## src/rtl/keypad_pkg.sv

```systemverilog
// Shared types and sizing helpers for the matrix keypad scanner.
package keypad_pkg;

    // Scan engine states; stepping to the next row is folded into the last DRIVE cycle.
    typedef enum logic {
        DRIVE  = 1'b0,
        UPDATE = 1'b1
    } scan_state_t;

    // A frame result, candidate or stable key is {none, code}; code is 0 whenever none is set,
    // so a whole-vector compare is enough to detect a change.
    localparam logic NO_KEY = 1'b1;

    function automatic int key_w(input int rows, input int cols);
        return (rows * cols > 1) ? $clog2(rows * cols) : 1;
    endfunction

    function automatic int pad_w(input int num_pads);
        return (num_pads > 1) ? $clog2(num_pads) : 1;
    endfunction

    // Event packing, MSB first: {pad, code, press}.
    function automatic int evt_w(input int num_pads, input int rows, input int cols);
        return pad_w(num_pads) + key_w(rows, cols) + 1;
    endfunction

endpackage

```

## src/rtl/keypad_array_evt_fifo.sv

```systemverilog
// Synchronous event FIFO; a push into a full FIFO is accepted only when a pop frees a slot that cycle.
module evt_fifo #(
    parameter int DEPTH = 4,   // power of two, >= 2
    parameter int WIDTH = 8
) (
    input  logic             clk,
    input  logic             rst,
    input  logic             push,
    input  logic [WIDTH-1:0] din,
    input  logic             pop,
    output logic [WIDTH-1:0] dout,
    output logic             full,
    output logic             empty
);
    localparam int AW = $clog2(DEPTH);

    logic [WIDTH-1:0] mem [DEPTH];
    logic [AW:0]      wr_ptr, rd_ptr;
    logic             do_push, do_pop;

    assign empty   = (wr_ptr == rd_ptr);
    assign full    = (wr_ptr[AW] != rd_ptr[AW]) && (wr_ptr[AW-1:0] == rd_ptr[AW-1:0]);
    assign do_pop  = pop && !empty;
    assign do_push = push && (!full || do_pop);
    assign dout    = mem[rd_ptr[AW-1:0]];

    // Pointer update; extra MSB distinguishes full from empty.
    always_ff @(posedge clk) begin
        if (rst) begin
            wr_ptr <= '0;
            rd_ptr <= '0;
        end else begin
            if (do_push) wr_ptr <= wr_ptr + 1'b1;
            if (do_pop)  rd_ptr <= rd_ptr + 1'b1;
        end
    end

    // Storage write; contents need no reset since empty masks them.
    always_ff @(posedge clk) begin
        if (do_push) mem[wr_ptr[AW-1:0]] <= din;
    end

endmodule

```

## src/rtl/keypad_array.sv

```systemverilog
// N-pad matrix keypad scanner: shared row scan, column sync, per-pad debounce, event FIFO.
module keypad_array
    import keypad_pkg::*;
#(
    parameter int NUM_PADS  = 2,
    parameter int ROWS      = 4,
    parameter int COLS      = 4,
    parameter int SCAN_DIV  = 25000,  // >= 4
    parameter int DEBOUNCE  = 4,      // >= 1
    parameter int EVT_DEPTH = 4,      // power of two
    localparam int KEY_W    = key_w(ROWS, COLS),
    localparam int PAD_W    = pad_w(NUM_PADS)
) (
    input  logic                      clk,
    input  logic                      rst,
    input  logic [NUM_PADS*COLS-1:0]  cols,
    output logic [NUM_PADS*ROWS-1:0]  rows,
    output logic [NUM_PADS*KEY_W-1:0] keycode,
    output logic [NUM_PADS-1:0]       pressed,
    output logic                      evt_valid,
    input  logic                      evt_ready,
    output logic [PAD_W-1:0]          evt_pad,
    output logic [KEY_W-1:0]          evt_code,
    output logic                      evt_press,
    output logic                      evt_overflow
);
    localparam int EVT_W = evt_w(NUM_PADS, ROWS, COLS);
    localparam int ROW_W = (ROWS > 1) ? $clog2(ROWS) : 1;
    localparam int DIV_W = $clog2(SCAN_DIV);
    localparam int CNT_W = $clog2(DEBOUNCE + 1);

    scan_state_t state, state_nxt;
    logic [ROW_W-1:0] row, row_nxt;
    logic [DIV_W-1:0] div, div_nxt;
    logic [PAD_W-1:0] upd_pad, upd_pad_nxt;
    logic             latch, upd;

    logic [NUM_PADS*COLS-1:0]               cols_s1, cols_s2;
    logic [NUM_PADS-1:0][ROWS*COLS-1:0]     image;      // 1 = key seen down this frame
    logic [NUM_PADS-1:0]                    ev_push;
    logic [NUM_PADS-1:0][EVT_W-1:0]         ev_data;
    logic                                   push;
    logic [EVT_W-1:0]                       push_data;
    logic                                   fifo_full, fifo_empty, pop;

    // Scan state register.
    always_ff @(posedge clk) begin
        if (rst) begin
            state   <= DRIVE;
            row     <= '0;
            div     <= '0;
            upd_pad <= '0;
        end else begin
            state   <= state_nxt;
            row     <= row_nxt;
            div     <= div_nxt;
            upd_pad <= upd_pad_nxt;
        end
    end

    // Scan next-state: hold each row SCAN_DIV cycles, then one UPDATE cycle per pad.
    always_comb begin
        state_nxt   = state;
        row_nxt     = row;
        div_nxt     = div;
        upd_pad_nxt = upd_pad;
        latch       = 1'b0;
        upd         = 1'b0;
        case (state)
            DRIVE: begin
                if (div == DIV_W'(SCAN_DIV - 1)) begin
                    latch   = 1'b1;
                    div_nxt = '0;
                    if (row == ROW_W'(ROWS - 1)) begin
                        state_nxt   = UPDATE;
                        upd_pad_nxt = '0;
                    end else begin
                        row_nxt = row + 1'b1;
                    end
                end else begin
                    div_nxt = div + 1'b1;
                end
            end
            UPDATE: begin
                upd = 1'b1;
                if (upd_pad == PAD_W'(NUM_PADS - 1)) begin
                    state_nxt = DRIVE;
                    row_nxt   = '0;
                end else begin
                    upd_pad_nxt = upd_pad + 1'b1;
                end
            end
            default: state_nxt = DRIVE;
        endcase
    end

    // Row drive: current row low on every pad; all high in UPDATE and while in reset.
    always_comb begin
        rows = '1;
        if (!rst && state == DRIVE)
            for (int p = 0; p < NUM_PADS; p++) rows[p*ROWS + int'(row)] = 1'b0;
    end

    // Two-flop column synchroniser; idles high like the pulled-up inputs.
    always_ff @(posedge clk) begin
        if (rst) begin
            cols_s1 <= '1;
            cols_s2 <= '1;
        end else begin
            cols_s1 <= cols;
            cols_s2 <= cols_s1;
        end
    end

    // Capture the driven row's columns into the frame image on the row's last cycle.
    always_ff @(posedge clk) begin
        if (rst) begin
            image <= '0;
        end else if (latch) begin
            for (int p = 0; p < NUM_PADS; p++)
                image[p][int'(row)*COLS +: COLS] <= ~cols_s2[p*COLS +: COLS];
        end
    end

    for (genvar p = 0; p < NUM_PADS; p++) begin : g_pad
        logic [KEY_W:0]     res, cand, cand_nxt, stab;
        logic [CNT_W-1:0]   cnt, cnt_nxt;
        logic               accept;

        // Frame result: lowest pressed keycode wins.
        always_comb begin
            res = {NO_KEY, {KEY_W{1'b0}}};
            for (int k = ROWS*COLS - 1; k >= 0; k--)
                if (image[p][k]) res = {~NO_KEY, KEY_W'(k)};
        end

        // Debounce step for this pad's UPDATE cycle.
        always_comb begin
            cand_nxt = res;
            cnt_nxt  = CNT_W'(1);
            if (res == cand) begin
                cand_nxt = cand;
                cnt_nxt  = (cnt == CNT_W'(DEBOUNCE)) ? cnt : cnt + 1'b1;
            end
            accept = (cnt_nxt == CNT_W'(DEBOUNCE)) && (cand_nxt != stab);
        end

        // Debounce state; only this pad's UPDATE cycle advances it.
        always_ff @(posedge clk) begin
            if (rst) begin
                cand <= {NO_KEY, {KEY_W{1'b0}}};
                stab <= {NO_KEY, {KEY_W{1'b0}}};
                cnt  <= '0;
            end else if (upd && upd_pad == PAD_W'(p)) begin
                cand <= cand_nxt;
                cnt  <= cnt_nxt;
                if (accept) stab <= cand_nxt;
            end
        end

        // Release reports the key being let go; K->J reports only the press of J.
        assign ev_push[p] = upd && (upd_pad == PAD_W'(p)) && accept;
        assign ev_data[p] = {PAD_W'(p),
                             (cand_nxt[KEY_W] == NO_KEY) ? stab[KEY_W-1:0] : cand_nxt[KEY_W-1:0],
                             cand_nxt[KEY_W] != NO_KEY};
        assign keycode[p*KEY_W +: KEY_W] = stab[KEY_W-1:0];
        assign pressed[p]                = (stab[KEY_W] != NO_KEY);
    end

    // Only one pad is in UPDATE per cycle, so at most one push request is live.
    always_comb begin
        push      = 1'b0;
        push_data = '0;
        for (int p = 0; p < NUM_PADS; p++) begin
            if (ev_push[p]) begin
                push      = 1'b1;
                push_data = ev_data[p];
            end
        end
    end

    assign evt_valid = !fifo_empty;
    assign pop       = evt_valid && evt_ready;

    evt_fifo #(.DEPTH(EVT_DEPTH), .WIDTH(EVT_W)) u_fifo (
        .clk   (clk),
        .rst   (rst),
        .push  (push),
        .din   (push_data),
        .pop   (pop),
        .dout  ({evt_pad, evt_code, evt_press}),
        .full  (fifo_full),
        .empty (fifo_empty)
    );

    // Sticky drop flag: a push met a full FIFO with no pop to make room.
    always_ff @(posedge clk) begin
        if (rst)                                evt_overflow <= 1'b0;
        else if (push && fifo_full && !pop)     evt_overflow <= 1'b1;
    end

endmodule

```

## config.mk

```make
export PLATFORM = sky130hd
export DESIGN_NAME = keypad_array
export DESIGN_NICKNAME = d
export VERILOG_FILES = /design/src/rtl/keypad_pkg.sv /design/src/rtl/keypad_array_evt_fifo.sv /design/src/rtl/keypad_array.sv
export SDC_FILE = /design/constraint.sdc
export NUM_CORES = 1
export LEC_CHECK = 0
export CORE_MARGIN = 2
export CORE_UTILIZATION = 46
export CTS_BUF_LIST = sky130_fd_sc_hd__clkbuf_4
export DETAILED_ROUTE_END_ITERATION = 7
export GPL_TIMING_DRIVEN = 0
export PLACE_DENSITY_LB_ADDON = 0.3
export REMOVE_ABC_BUFFERS = 1
export SLEW_MARGIN = 20
export SYNTH_ARGS = -nofsm -noshare
export SYNTH_HDL_FRONTEND = slang
export SYNTH_SLANG_ARGS = --single-unit
```

## constraint.sdc

```tcl
create_clock -name clk -period 3.2 [get_ports clk]
set_input_delay 0.48 -clock clk [delete_from_list [all_inputs] [get_ports clk]]
set_output_delay 0.48 -clock clk [all_outputs]
set_load 0.05 [all_outputs]
```

# Word level (Yosys, flattened, before mapping)
# Memories as Yosys holds them, arrays and structs flattened. A register that Yosys moved wholly into a read port is not among the register bits.
# Cells that the tools add are included.
# word_totals
n_memories,1
ramBits,24
elab_cells,157
reg_bits,100
# classes
addsub,9
n_reduce_logical,24
bitwise,11
shift,3
mux,71
eq_ne,17
n_lt_le_gt_ge,4
# mem_list
name,words,word_bits,read_ports,rd_ports_with_merged_regs,wr,line_no,text
u_fifo.mem,4,6,1,1,1,keypad_array_evt_fifo.sv:17,logic [WIDTH-1:0] mem [DEPTH];
# op_table
operator,count
5-bit two-way mux,35
4-bit by 33-bit indexed part select with 16-bit output,2
4-bit negation with 33-bit output,1
"4-bit by 33-bit variable shift with 16-bit output, first input constant",1
16-bit bitwise mux,2
"15-bit by 1-bit adder with 15-bit output, second input constant",1
"15-bit == test, second input constant",1
1-bit logical AND,15
1-bit two-way mux,15
15-bit two-way mux,1
"3-bit by 1-bit adder with 3-bit output, second input constant",4
"3-bit == test, second input constant",4
3-bit two-way mux,4
5-bit == test,2
2-bit two-way mux,5
5-bit inequality test,2
8-bit AND,1
4-bit two-way mux,2
8-bit two-way mux,1
4-bit NOT,2
4-bit NOT with 8-bit output,1
8-bit NOT,1
6-bit two-way mux,1
"2-bit inequality test, second input constant",3
21 further kinds,32

# Longest topological paths before layout
# logic_depth
depth_word,26
depth_mapped,10
depth_no_buf,10

# Cells and area by module
# Synthesis repeated with hierarchy kept, for this count alone.
# unflattened
cells_unflattened,657
hier_area_um2,6054.6
# by_module_without_submodules
mod,area_each_um2,instances,cells_per_inst
keypad_array,4650.7,1,571
evt_fifo,1403.8,1,86

# Worst setup path after synthesis
# OpenSTA, ideal clock, no wires.
# synth_timing
path_type,register -> register
start,register image[0] (netlist name)
end,"memory u_fifo.mem[3][0] (netlist name), enable pin"
n_path_buf,0
path_stages_with_launch,9
arrival_time_ps,2605
required_ps,2880
slack_ps,275
path_cell_list,dfxtp_1 or4_1 nor4_4 xnor2_1 o311ai_1 nor4b_4 nand3_1 a21oi_1 and2_1
# synth_via
elab_chain_len,11
word_cells_on_any_way,13
classes_between,eq/ne (3); mux (7); reduce/logical (3)
# synth_lines
element,line_no,text
from (decl),keypad_array.sv:39,logic [NUM_PADS-1:0][ROWS*COLS-1:0] image;
"from (signal, indexed assignment)",keypad_array.sv:121,image[p][int'(row)*COLS +: COLS] <= ~cols_s2[p*COLS +: COLS];
5-bit two-way mux *,keypad_array.sv:134,"if (image[p][k]) res = {~NO_KEY, KEY_W'(k)};"
5-bit == test,keypad_array.sv:141,if (res == cand) begin
5-bit two-way mux or 3-bit two-way mux (tied branches),keypad_array.sv:141,
5-bit inequality test or 3-bit == test (tied branches),keypad_array.sv:145,accept = (cnt_nxt == CNT_W'(DEBOUNCE)) && (cand_nxt != stab);
1-bit logical AND *,keypad_array.sv:145,
1-bit logical AND *,keypad_array.sv:162,assign ev_push[p] = upd && (upd_pad == PAD_W'(p)) && accept;
1-bit two-way mux * (2 in a row),keypad_array.sv:175,if (ev_push[p]) begin
1-bit logical AND *,keypad_array_evt_fifo.sv:24,assign do_push = push && (!full || do_pop);
1-bit two-way mux *,keypad_array_evt_fifo.sv:40,if (do_push) mem[wr_ptr[AW-1:0]] <= din;
1-bit two-way mux (implied by the code) *,keypad_array_evt_fifo.sv:40,
to (decl),keypad_array_evt_fifo.sv:17,
# Every way passes the cells marked *; elsewhere a longest branch is shown, timed or not.

# Final worst setup path
# layout_timing
start,register image[24] (netlist name)
end,register u_fifo.wr_ptr[0]
# layout_via
elab_chain_len,16
word_cells_on_any_way,18
classes_between,eq/ne (3); mux (12); reduce/logical (3)
# layout_lines
element,line_no,text
5-bit two-way mux * (9 in a row),keypad_array.sv:134,
5-bit == test,keypad_array.sv:141,
5-bit two-way mux or 3-bit two-way mux (tied branches),keypad_array.sv:141,
5-bit inequality test or 3-bit == test (tied branches),keypad_array.sv:145,
1-bit logical AND *,keypad_array.sv:145,
1-bit logical AND *,keypad_array.sv:162,
1-bit two-way mux *,keypad_array.sv:175,
1-bit logical AND *,keypad_array_evt_fifo.sv:24,
to (signal assigned),keypad_array_evt_fifo.sv:33,if (do_push) wr_ptr <= wr_ptr + 1'b1;
to (decl),keypad_array_evt_fifo.sv:18,"logic [AW:0] wr_ptr, rd_ptr;"
# Marked as above.
# A chain may end at the register's enable or synchronous reset.

==> results by group <==
Setup path
  • Cell family with most CP delay: simple AND/OR/NAND/NOR gates
  • Crit path buffers/inverters: 0
  • Worst path arrival time: around 3.5 ns
  • CP Launch Type: flop
  • Crit Path Max Fanout: 6
  • Critical Path RT: 3.63 ns
  • Slowest cell on crit path: or4b_4
  • Crit-path max cell delay: between 0.5 and 0.6 ns
  • Kind of critical path: reg -> reg
  • CP cell instances: or4_1, o21ai_1, nand3_2, xnor2_2, or4_1, or4b_4, a21oi_4, mux2_1
  • R2R setup slack: roughly 0.12 ns
  • Crit path top cell by count: or4_1
  • Worst Setup End Kind: flop

Finish
  • Area delta synth->final: 12.2%
  • Final non-filler cell total: 865
  • Final #Nets: 709
  • ANT cells: 0
  • Filler cells: 1,176
  • Share of post-route cells with drive strength above 1: 14.0%
  • Final core occ: 53.4%

Clock tree
  • Clock Path Buffers: 2
  • Root Buffer: clkbuf_4
  • TritonCTS clock tree: built
  • Clk pin slew, worst setup/hold paths: 0.11 ns
  • CTS Sinks: 126
  • Cts hold-fix bufs: 0
  • Worst-skew pair later-pin latency: 0.54 ns
  • CTS Buf Count: 17
  • H-tree Lvls: 4

Timing
  • Post-route minimum period: roughly 3.1 ns
  • # setup viols final: 0
  • Final WS setup: between 0.1 and 0.15 ns
  • Final Max Slew Viols: 0
  • Clock Skew: 0.0164 ns
  • Max_slew headroom: 47.6%
  • Worst-Margin Slew: 0.780 ns
  • Fmax: 325 MHz
  • Final hold vios: 0
  • Period utilisation layout: 96.1%
  • RSZ-0062 raised after global routing: no

Synth
  • Count leader, synth: dfxtp_1
  • Ys Warns: 0
  • Synth Area per Inst: between 9 and 10 um^2
  • Synth Cell Area: around 6000 um^2
  • Post-synth top cells: dfxtp_1 (102), nor2_1 (100), a21oi_1 (66), nor3_1 (46), nand2_1 (36)
  • Asr flop ratio synth: 0%
  • Number of synthesized flops with an enable pin: 24
  • Share of the synthesized area in the top cell type: 33.7%
  • Synth area leaders: dfxtp_1 (34%), edfxtp_1 (12%), nor2_1 (6.2%)
  • Top FF cell, synth: dfxtp_1
  • Post-Synthesis Cells: 657
  • Yosys top cell by area: dfxtp_1
  • Register bit count reported by yosys: ~130
  • Sequential fraction of the synthesis area: between 40% and 50%
  • Distinct cell type count after synthesis: 74

Global route
  • GRT Total Usage: 18.3%
  • Total gr overflow: 0
  • Initial antenna violation count: 0
  • First-pass GRT wire length: roughly 21 mm
  • Number of global-route vias before repair: 4,433
  • Pin count of the biggest net entering global routing: 59

Floorplan
  • Die area: 14,100 um^2
  • Top Ports: 37
  • FP Rows: 41
  • Die W: 119 um
  • Initial Utilization: 47.6%
  • Area of the core: between 10,000 and 15,000 um^2
  • Die height: 119 um

Power and ir drop
  • Power Total: 2.70 mW
  • Leakage power: 2.50 nW
  • Pwr/cell area: just under 400 nW/um^2
  • Maximum vdd drop: roughly 0.00028 V

Detailed routing
  • Avg Vias per Cell: 5.59
  • Via Count: between 4,000 and 5,000
  • Pre-antenna DRT Iters: 5
  • First DRT Iteration DRCs: 339
  • Final ANT Viol Nets: 0
  • WL/cell: around 14 um
  • Drc violations: 0
  • Routed wire length: 12.4 mm

Placement
  • Placed cell count: 828
  • HPWL Detailed: around 9 mm
  • Pre-CTS WS: -0.611 ns
  • GPL Wtd Cong: 0.823
  • PortBufs: 36

Run status
  • Status: completed

Run
  • Max Cap Viol: 0

Worst hold path
  • Min-delay worst type: in -> reg
-- what timing repair did --
action	CTS	global route
endpoints found under the setup margin	47	30
pin swaps	3	2
setup buffers	3	4
gates resized for setup	8	6
-- state kept, by name, summed over array words and instances (netlist names), named ones only --
signal / cells
state: 1
evt_overflow: 1
u_fifo.wr_ptr: 3
div: 15
g_pad.cnt: 6
g_pad.cand: 10
cols_s2: 8
u_fifo.rd_ptr: 3
upd_pad: 1
image: 32
g_pad.stab: 10
u_fifo.mem: 24
row: 2
cols_s1: 8
-- worst reg2reg max path: stages, from the launching register on --
cell and delay, ns:
dfxtp_1 0.38, or4_1 0.53, o21ai_1 0.18, nand3_2 0.15, xnor2_2 0.18, or4_1 0.51, or4b_4 0.54, a21oi_4 0.17
mux2_1 0.33
-- cell families (layout without fill, tap and decap cells) --
| logic type | count (synthesis) | count (layout) | synth area share, % |
|---|---|---|---|
| flip-flops | 126 | 126 | 45.6 |
| AND/OR/NAND/NOR | 291 | 291 | 25.6 |
| multiplexers | 22 | 22 | 4.96 |
| XOR/XNOR | 24 | 24 | 3.47 |
| adder cells (fa/ha/maj) | 16 | 16 | 3.31 |
| buffers and inverters | 61 | 97 | 4.86 |
| AO/OA/AOI/OAI | 117 | 117 | 12.1 |
-- cell usage in the layout (no fill, tap or decap), drive strengths merged, types with 5 or more instances in the layout --
master         count
a211oi             6
a21oi             67
and2               6
and3               5
buf                9
clkbuf            20
clkdlybuf4s50     35
clkinv             6
dfxtp            102
edfxtp            24
ha                16
inv               23
mux2i             12
mux4               6
nand2             36
nand2b            11
nand3              9
nand4              7
nor2             100
nor3              46
nor4              11
o21ai              6
o22ai              6
or2               24
or3                8
or4                7
xnor2             13
xor2              11
-- path summary, 6_finish.rpt --
| kind | from | endpoint | depth (start not counted) |
|---|---|---|---|
| setup / recovery | image[24]$_SDFFE_PP0P_ | u_fifo.wr_ptr[0]$_SDFFE_PP0P_ | 8 |
| hold reg to reg | cols_s1[7]$_SDFF_PP1_ | cols_s2[7]$_SDFF_PP1_ | 1 |
| setup reg to reg | image[24]$_SDFFE_PP0P_ | u_fifo.wr_ptr[0]$_SDFFE_PP0P_ | 8 |
| hold / removal | rst | image[27]$_SDFFE_PP0P_ | 2 |
-- routing by layer --
| layer | vias up | wire (um) | global-route usage, % |
|---|---|---|---|
| met5 | - | 0 | 0 |
| met4 | 0 | 259 | 7.81 |
| met3 | 27 | 516 | 4.87 |
| met2 | 125 | 5860 | 29.3 |
| met1 | 2290 | 5780 | 23.2 |
| li1 | 2393 | - | - |
-- area by class of cell --
cell class / count / area [um^2] / share of cell area, %
Multi-Input combinational cell: 470 / 3040 / 44.8
Sequential cell: 126 / 2760 / 40.7
Timing Repair Buffer: 44 / 430 / 6.34
Tap cell: 172 / 215 / 3.17
Clock buffer: 20 / 150 / 2.21
Clock inverter: 10 / 100 / 1.47
Inverter: 23 / 86.3 / 1.27
-- metrics by stage --
step	area (um^2)	hold slack [ns]	setup TNS, ns
after floorplan	5840	0.389	0
after global placement	6420	0.391	-59.05
after detailed placement	6440	0.393	-19.34
after CTS	6740	0.281	0
after global routing	6790	0.299	0
final	6790	0.317	0
-- report_power, final --
group | leakage (nW) | internal [mW] | switching [mW]
clock | 0.135 | 0.467 | 0.545
sequential | 1.03 | 1.62 | 0.00870
combinational | 1.33 | 0.0268 | 0.0333
No activity file was read; power rests on OpenSTA's default activity.
